`src/rtl/mem_port_arbiter.sv`:
```
// mem_port_arbiter: shares one unified memory port between instruction fetch (I) and load/store (D).
// Optional ARB_ROUND_ROBIN_EN: ties alternate between ports instead of fixed D-over-I priority.
module mem_port_arbiter #(
    parameter int ADDR_W  = 32,
    parameter int DATA_W  = 32,
    parameter int MEM_LAT = 1
) (
    input  logic              clk,
    input  logic              rst,
    input  logic              i_req,
    input  logic [ADDR_W-1:0] i_addr,
    output logic              i_ack,
    output logic [DATA_W-1:0] i_rdata,
    input  logic              d_req,
    input  logic              d_we,
    input  logic [2:0]        d_funct3,
    input  logic [ADDR_W-1:0] d_addr,
    input  logic [DATA_W-1:0] d_wdata,
    output logic              d_ack,
    output logic [DATA_W-1:0] d_rdata,
    output logic [ADDR_W-1:0] mem_addr,
    output logic              mem_we,
    output logic [2:0]        mem_funct3,
    output logic [DATA_W-1:0] mem_wdata,
    input  logic [DATA_W-1:0] mem_rdata,
    output logic              busy,
    output logic              owner
);

    typedef enum logic [1:0] {IDLE, ISSUE, WAIT, RESP} state_t;

    localparam logic [1:0] CNT_INIT = 2'(MEM_LAT - 1);

    state_t            state_q, state_d;
    logic              owner_q, owner_d;
    logic [ADDR_W-1:0] addr_q, addr_d;
    logic              we_q, we_d;
    logic [2:0]        funct3_q, funct3_d;
    logic [DATA_W-1:0] wdata_q, wdata_d;
    logic [1:0]        cnt_q, cnt_d;
    logic [DATA_W-1:0] i_rdata_q, i_rdata_d;
    logic [DATA_W-1:0] d_rdata_q, d_rdata_d;
    logic              grant_win;

`ifdef ARB_ROUND_ROBIN_EN
    logic last_q, last_d;

    // last_q remembers the previous grant so a tie goes to the other port
    always_comb begin
        grant_win = d_req;
        if (i_req && d_req) begin
            grant_win = ~last_q;
        end
        last_d = last_q;
        if (state_q == IDLE && (i_req || d_req)) begin
            last_d = grant_win;
        end
    end

    always_ff @(posedge clk) begin
        if (rst) begin
            last_q <= 1'b0;
        end else begin
            last_q <= last_d;
        end
    end
`else
    assign grant_win = d_req;
`endif

    always_comb begin
        state_d   = state_q;
        owner_d   = owner_q;
        addr_d    = addr_q;
        we_d      = we_q;
        funct3_d  = funct3_q;
        wdata_d   = wdata_q;
        cnt_d     = cnt_q;
        i_rdata_d = i_rdata_q;
        d_rdata_d = d_rdata_q;
        case (state_q)
            IDLE: begin
                if (i_req || d_req) begin
                    owner_d = grant_win;
                    if (grant_win) begin
                        addr_d   = d_addr;
                        we_d     = d_we;
                        funct3_d = d_funct3;
                        wdata_d  = d_wdata;
                    end else begin
                        addr_d   = i_addr;
                        we_d     = 1'b0;
                        funct3_d = 3'b010;
                        wdata_d  = '0;
                    end
                    state_d = ISSUE;
                end
            end
            ISSUE: begin
                if (we_q) begin
                    state_d = RESP;
                end else begin
                    state_d = WAIT;
                    cnt_d   = CNT_INIT;
                end
            end
            WAIT: begin
                // the read word is valid on the last WAIT cycle (counter at 0)
                if (cnt_q == 2'd0) begin
                    if (owner_q) begin
                        d_rdata_d = mem_rdata;
                    end else begin
                        i_rdata_d = mem_rdata;
                    end
                    state_d = RESP;
                end else begin
                    cnt_d = cnt_q - 2'd1;
                end
            end
            RESP: begin
                state_d = IDLE;
            end
            default: begin
                state_d = IDLE;
            end
        endcase
    end

    always_ff @(posedge clk) begin
        if (rst) begin
            state_q   <= IDLE;
            owner_q   <= 1'b0;
            addr_q    <= '0;
            we_q      <= 1'b0;
            funct3_q  <= 3'b000;
            wdata_q   <= '0;
            cnt_q     <= 2'd0;
            i_rdata_q <= '0;
            d_rdata_q <= '0;
        end else begin
            state_q   <= state_d;
            owner_q   <= owner_d;
            addr_q    <= addr_d;
            we_q      <= we_d;
            funct3_q  <= funct3_d;
            wdata_q   <= wdata_d;
            cnt_q     <= cnt_d;
            i_rdata_q <= i_rdata_d;
            d_rdata_q <= d_rdata_d;
        end
    end

    // acks are masked by rst so a transaction cut short by reset never completes
    assign mem_addr   = addr_q;
    assign mem_funct3 = funct3_q;
    assign mem_wdata  = wdata_q;
    assign mem_we     = (state_q == ISSUE) && we_q;
    assign i_ack      = (state_q == RESP) && !owner_q && !rst;
    assign d_ack      = (state_q == RESP) && owner_q && !rst;
    assign i_rdata    = i_rdata_q;
    assign d_rdata    = d_rdata_q;
    assign busy       = (state_q != IDLE);
    assign owner      = owner_q;

endmodule

```
`config.mk`:
```
export PLATFORM = sky130hd
export DESIGN_NAME = mem_port_arbiter
export DESIGN_NICKNAME = d
export VERILOG_FILES = /design/src/rtl/mem_port_arbiter.sv
export SDC_FILE = /design/constraint.sdc
export NUM_CORES = 1
export LEC_CHECK = 0
export BUFFER_PORTS_ARGS = -buffer_cell sky130_fd_sc_hd__buf_4
export CORE_AREA = 2 2 118 120
export DETAILED_ROUTE_END_ITERATION = 8
export DIE_AREA = 0 0 120 122
export PLACE_DENSITY = 0.82
export SLEW_MARGIN = 0
export SYNTH_ARGS = -nofsm -noshare
export SYNTH_HDL_FRONTEND = slang
export SYNTH_SLANG_ARGS = --single-unit
```
`constraint.sdc`:
```
create_clock -name clk -period 1.9 [get_ports clk]
set_clock_uncertainty 0.1 [all_clocks]
set_input_delay 0.19 -clock clk [delete_from_list [all_inputs] [get_ports clk]]
set_output_delay 0.19 -clock clk [all_outputs]
set_load 0.01 [all_outputs]
```
==> flow_metrics.env, run 1 <==
export IMPL_via_count=5595
export IMPL_drc=0
export IMPL_finalSetupViolCount=0
export IMPL_synth_simple_gate_area_frac=0.194
export IMPL_postCtsSetupBuffers=0
export IMPL_die_area_mm2=0.0146
export IMPL_nets=1087
export IMPL_drt_initial_drc_count=372
export IMPL_async_reset_ff_frac=0
export IMPL_ys_warn_count=0
export IMPL_synthMuxAreaShare=0.0608
export IMPL_rsz0062_at_grt="false"
export IMPL_synth_fa_ha_area_frac=0.0166
export IMPL_post_drt_via_cell_ratio=4.93
export IMPL_final_common_cell="buf_4"
export IMPL_utilization=0.646
export IMPL_tns_ps=0
export IMPL_vdd_drop_max_uv=745
export IMPL_gp_congestion=0.772
export IMPL_worstMarginPinSlew_ps=411
export IMPL_die_x_um=120
export IMPL_first_pass_iters=4
export IMPL_stdcell_count=1136
export IMPL_p_leak_nw=3.82
export IMPL_grt_pass1_wl_um=26000
export IMPL_timing_hold_ws_ps=17.4
export IMPL_wl_per_cell_um=14.7
export IMPL_die_y_um=122
export IMPL_yosysSeqAreaShare=0.521
export IMPL_syn_area_mm2=0.00527
export IMPL_grt_pass1_vias=5379
export IMPL_required_ps=1610
export IMPL_design_area_mm2=0.00872
export IMPL_path_class="reg -> out"
export IMPL_drtAntennaViolNets=0
export IMPL_grt_max_degree=94
export IMPL_synth_seq_cells=137
export IMPL_finalPower_mw=10.8
export IMPL_antennaDiodeCount=0
export IMPL_hp_class="in -> reg"
export IMPL_clock_latency_ps=410
export IMPL_synthCells=627
export IMPL_crit_path_max_fanout=4
export IMPL_post_dp_hpwl_um=10400
export IMPL_ys_flop_type="dfxtp_1"
export IMPL_synth_nets=770
export IMPL_io_pins=272
export IMPL_fin_crit_sh=0.953
export IMPL_cap_violations=0
export IMPL_hold_viol=0
export IMPL_cts_tree="done"
export IMPL_worst_path_largest_cell_delay_ps=370
export IMPL_cts_buffers=17
export IMPL_synth_top_family_by_area="simple AND/OR/NAND/NOR gates"
export IMPL_final_cell_mix="buf_4, nand2_1, dfxtp_1"
export IMPL_power_density_mw_per_mm2=1240
export IMPL_wirelength_um=16700
export IMPL_syn_avg_cell_area_um2=8.40
export IMPL_core_area_mm2=0.0135
export IMPL_end_kind="primary output"
export IMPL_clk_path_buf_depth=2
export IMPL_post_place_ws_ps=228
export IMPL_cp_start_kind="flip-flop"
export IMPL_overflow=0
export IMPL_synthXorXnorAreaFrac=0
export IMPL_rows=43
export IMPL_fillers=1072
export IMPL_post_dp_cell_area_mm2=0.00746
export IMPL_grt_util_all_layers=0.225
export IMPL_synth_edf_count=0
export IMPL_worst_slack_ps=88.5
export IMPL_slew_viol_final=0
export IMPL_clock_fmax_mhz=552
export IMPL_io_buffers=271
export IMPL_critPathSlowestCell="dfxtp_1"
export IMPL_cts_clk_slew_worst_paths_ps=60
export IMPL_clockRootBuffer="clkbuf_16"
export IMPL_cts_sinks=137
export IMPL_antenna_found_initial=0
export IMPL_ctsHtreeMaxLevel=4
export IMPL_start_util=0.390
export IMPL_drive_above_1_share=0.333
export IMPL_synthToLayoutAreaGrowth_pct=65.5
export IMPL_relSlewSlack=0.726
export IMPL_synth_compound_area_frac=0.158
export IMPL_finalCriticalPeriod_ps=1810
export IMPL_status="completed"
export IMPL_synth_distinct_cells=30
export IMPL_crit_chain="inv_1, ha_1, and2_1, buf_4"
export IMPL_arrival_ps=1520
export IMPL_dp_cells=1038
[cell type report]
cell class	count	area (um2)	area share
repair buffers	350	2890	0.332
flip-flops and latches	137	2740	0.315
multi-input cells	433	2270	0.261
clock buffers	20	467	0.0535
well taps	180	225	0.0258
clock inverters	11	96.3	0.0111
inverters	5	18.8	0.00215
[synth_stat cells, types with 5 or more instances]
cell type,number,share of area
nor2_1,35,0.025
clkbuf_1,25,0.018
buf_4,5,0.0071
mux2i_1,32,0.061
a211oi_1,34,0.048
a21oi_1,103,0.098
nand2_1,165,0.12
buf_2,20,0.019
dfxtp_1,137,0.52
ha_1,7,0.017
nand3_1,37,0.035
inv_1,5,0.0036
[cell families after synthesis]
kind of cell               after synthesis
AOI/OAI and AO/OA                      145
adders and majority gates                7
buffers and inverters                   57
DFF                                    137
muxes                                   32
and+or+nand+nor                        249
[metal layers]
layer | wire length, um | global-route usage | part of all wire | vias up
met5 | 0 | 0 | 0 | -
met4 | 513 | 0.104 | 0.031 | 0
met3 | 1370 | 0.0749 | 0.082 | 41
met2 | 8480 | 0.392 | 0.51 | 269
met1 | 6390 | 0.248 | 0.38 | 2519
li1 | - | - | - | 2766
[registers in the layout, summed over array words and instances (netlist names)]
register    count
mem_wdata      32
mem_addr       32
mem_funct3      3
cnt_q           2
state_q         2
d_rdata        32
i_rdata        32
owner           1
we_q            1
[final timing paths]
check,startpoint,to,slack [ps],cells past startpoint
max,state_q[1],mem_we,90,4
max reg2reg,state_q[0],d_rdata[13],180,6
min reg2reg,mem_wdata[25],mem_wdata[25],350,2
min,d_funct3[1],mem_funct3[1],20,4
[power by group]
group	switching (mW)	leakage, nW	internal, mW
clock	1.21	0.266	1.89
sequential	0.342	1.12	3.50
combinational	2.06	2.43	1.82
total	3.62	3.82	7.20
[what timing repair did]
action	CTS	global route
endpoints found under the setup margin	1	1
hold endpoints to repair	99	0
hold buffers	67	0
resized for setup	2	3
[critical path: cells and delay by family (launching register included)]
kind	cells	cell delay, ps
and+or+nand+nor	1	210
buffers and inverters	2	290
adders and majority gates	1	240
DFF	1	370
No activity file was read; power rests on OpenSTA's default activity.
==> inputs of run 2 (changes only) <==
==> constraint.sdc (replaced) <==
create_clock -name clk -period 1.9 [get_ports clk]
set_clock_uncertainty 0.1 [all_clocks]
set_input_delay 0.19 -clock clk [delete_from_list [all_inputs] [get_ports clk]]
set_output_delay 0.19 -clock clk [all_outputs]
set_load 0.005 [all_outputs]
==> flow_metrics.env, run 2 (synthesis results as in run 1) <==
export IMPL_wl_per_cell_um=14.4
export IMPL_antenna_found_initial=0
export IMPL_drive_above_1_share=0.327
export IMPL_via_count=5595
export IMPL_relSlewSlack=0.711
export IMPL_postCtsSetupBuffers=0
export IMPL_cp_top_family="buffers and inverters"
export IMPL_drtAntennaViolNets=0
export IMPL_crit_path_max_fanout=21
export IMPL_cp_common_cell="inv_1"
export IMPL_highest_layer="met4"
export IMPL_final_cell_mix="buf_4, nand2_1, dfxtp_1"
export IMPL_finalSetupViolCount=0
export IMPL_die_area_mm2=0.0146
export IMPL_post_drt_via_cell_ratio=4.93
export IMPL_finalCriticalPeriod_ps=1790
export IMPL_drc=0
export IMPL_power_density_mw_per_mm2=1210
export IMPL_reg2reg_to="mem_addr[14]"
export IMPL_cts_clk_slew_worst_paths_ps=60
export IMPL_cts_sinks=137
export IMPL_rr_startpoint="state_q[0]"
export IMPL_wl_met2_um=8230
export IMPL_nets=1086
export IMPL_slew_viol_final=0
export IMPL_reg2regPathDepth=6
export IMPL_worstHoldPathCells=3
export IMPL_overflow=0
export IMPL_synthToLayoutAreaGrowth_pct=65.3
export IMPL_first_pass_iters=4
export IMPL_clock_fmax_mhz=558
export IMPL_die_x_um=120
export IMPL_seqPwrFrac=0.365
export IMPL_worstMarginPinSlew_ps=433
export IMPL_clock_latency_ps=400
export IMPL_grt_util_all_layers=0.219
export IMPL_path_class="reg -> out"
export IMPL_p_switching_mw=3.32
export IMPL_required_ps=1610
export IMPL_core_area_mm2=0.0135
export IMPL_rows=43
export IMPL_cp_start_kind="flip-flop"
export IMPL_arrival_ps=1500
export IMPL_io_pins=272
export IMPL_cts_buffers=17
export IMPL_wl_met1_um=6350
export IMPL_post_dp_hpwl_um=10500
export IMPL_tns_ps=0
export IMPL_p_comb_frac=0.340
export IMPL_drt_initial_drc_count=371
export IMPL_swShare=0.315
export IMPL_clk_path_buf_depth=2
export IMPL_antennaDiodeCount=0
export IMPL_final_common_cell="buf_4"
export IMPL_clockPowerShare=0.295
export IMPL_status="completed"
export IMPL_grt_max_degree=94
export IMPL_vdd_drop_max_uv=928
export IMPL_crit_chain="inv_1, ha_2, buf_8, inv_1, buf_4"
export IMPL_cap_violations=0
export IMPL_rsz0062_at_grt="false"
export IMPL_p_leak_nw=3.82
export IMPL_utilization=0.645
export IMPL_grt_pass1_vias=5488
export IMPL_hold_viol=0
export IMPL_worst_path_buf_inv=4
export IMPL_power_internal_mw=7.21
export IMPL_rrSetupSlack_ps=210
export IMPL_grt_pass1_wl_um=25700
export IMPL_io_buffers=271
export IMPL_end_kind="primary output"
export IMPL_dr_wl_met3_um=1370
export IMPL_worstHoldStart="i_addr[0]"
export IMPL_start_util=0.390
export IMPL_min_to="mem_addr[0]"
export IMPL_worst_path_largest_cell_delay_ps=340
export IMPL_hp_class="in -> reg"
export IMPL_critPathSlowestCell="dfxtp_1"
export IMPL_wirelength_um=16400
export IMPL_fin_crit_sh=0.943
export IMPL_gp_congestion=0.767
export IMPL_ctsHtreeMaxLevel=4
export IMPL_cts_tree="done"
export IMPL_die_y_um=122
export IMPL_clockRootBuffer="clkbuf_16"
## run 2: cell types whose count changed in the layout (fill, tap and decap cells not counted), sizes merged
cell      delta
buf          -1
clkinvlp     -3
inv          -1
clkinv       -1
clkbuf       +6
## run 2: worst min-delay path, delay by kind of cell
kind | cells | cell delay, ps
AOI/OAI and AO/OA | 1 | 80
muxes | 1 | 110
buffers and inverters | 1 | 100
## run 2: layer usage
layer | GRT usage | vias up
li1 | - | 2756
met1 | 0.245 | 2545
met2 | 0.381 | 257
met3 | 0.0744 | 37
met4 | 0.0926 | 0
met5 | 0 | -
## run 2: worst max path at each step
stage	from	to	slack (ps)	depth (start not counted)
after detailed placement	state_q[0]	mem_wdata[22]	270	7
after floorplan	state_q[0]	mem_addr[14]	400	7
after CTS	state_q[1]	busy	20	5
after global placement	state_q[0]	owner	310	7
final	state_q[0]	busy	110	5
after global routing	state_q[0]	busy	20	5
## run 2: final cells by class
cell class,instances,area [um2]
clock buffers,26,499
clock inverters,6,63.8
fillers,1052,4790
inverters,5,18.8
multi-input cells,433,2260
flip-flops and latches,137,2740
well taps,180,225
repair buffers,349,2900
## run 2: metrics by stage
stage	cells	setup slack, ps	total power, mW	hold slack, ps	instance area (um2)
global placement	1037	315	7.23	338	7470
floorplan	627	399	5.65	226	5270
detailed placement	1037	269	7.30	344	7470
finish	1136	109	10.5	25.5	8710
CTS	1136	18.7	10.6	5.64	8700
global route	1136	15.7	11.2	40.9	8710
## run 2: power by group through the flow
stage / registers (mW) / logic, mW / clock network [mW]
2_1_floorplan: 3.91 / 1.73 / 0
3_3_place_gp: 3.86 / 3.36 / 0
3_5_place_dp: 3.89 / 3.42 / 0
4_1_cts: 3.84 / 3.54 / 3.19
5_1_grt: 3.91 / 3.95 / 3.31
6_report: 3.84 / 3.59 / 3.11
## run 2: timing repair
action	in CTS	in global routing
setup endpoints to repair	0	1
gates resized for setup	0	3
endpoints found under the hold margin	99	0
hold buffers	67	0
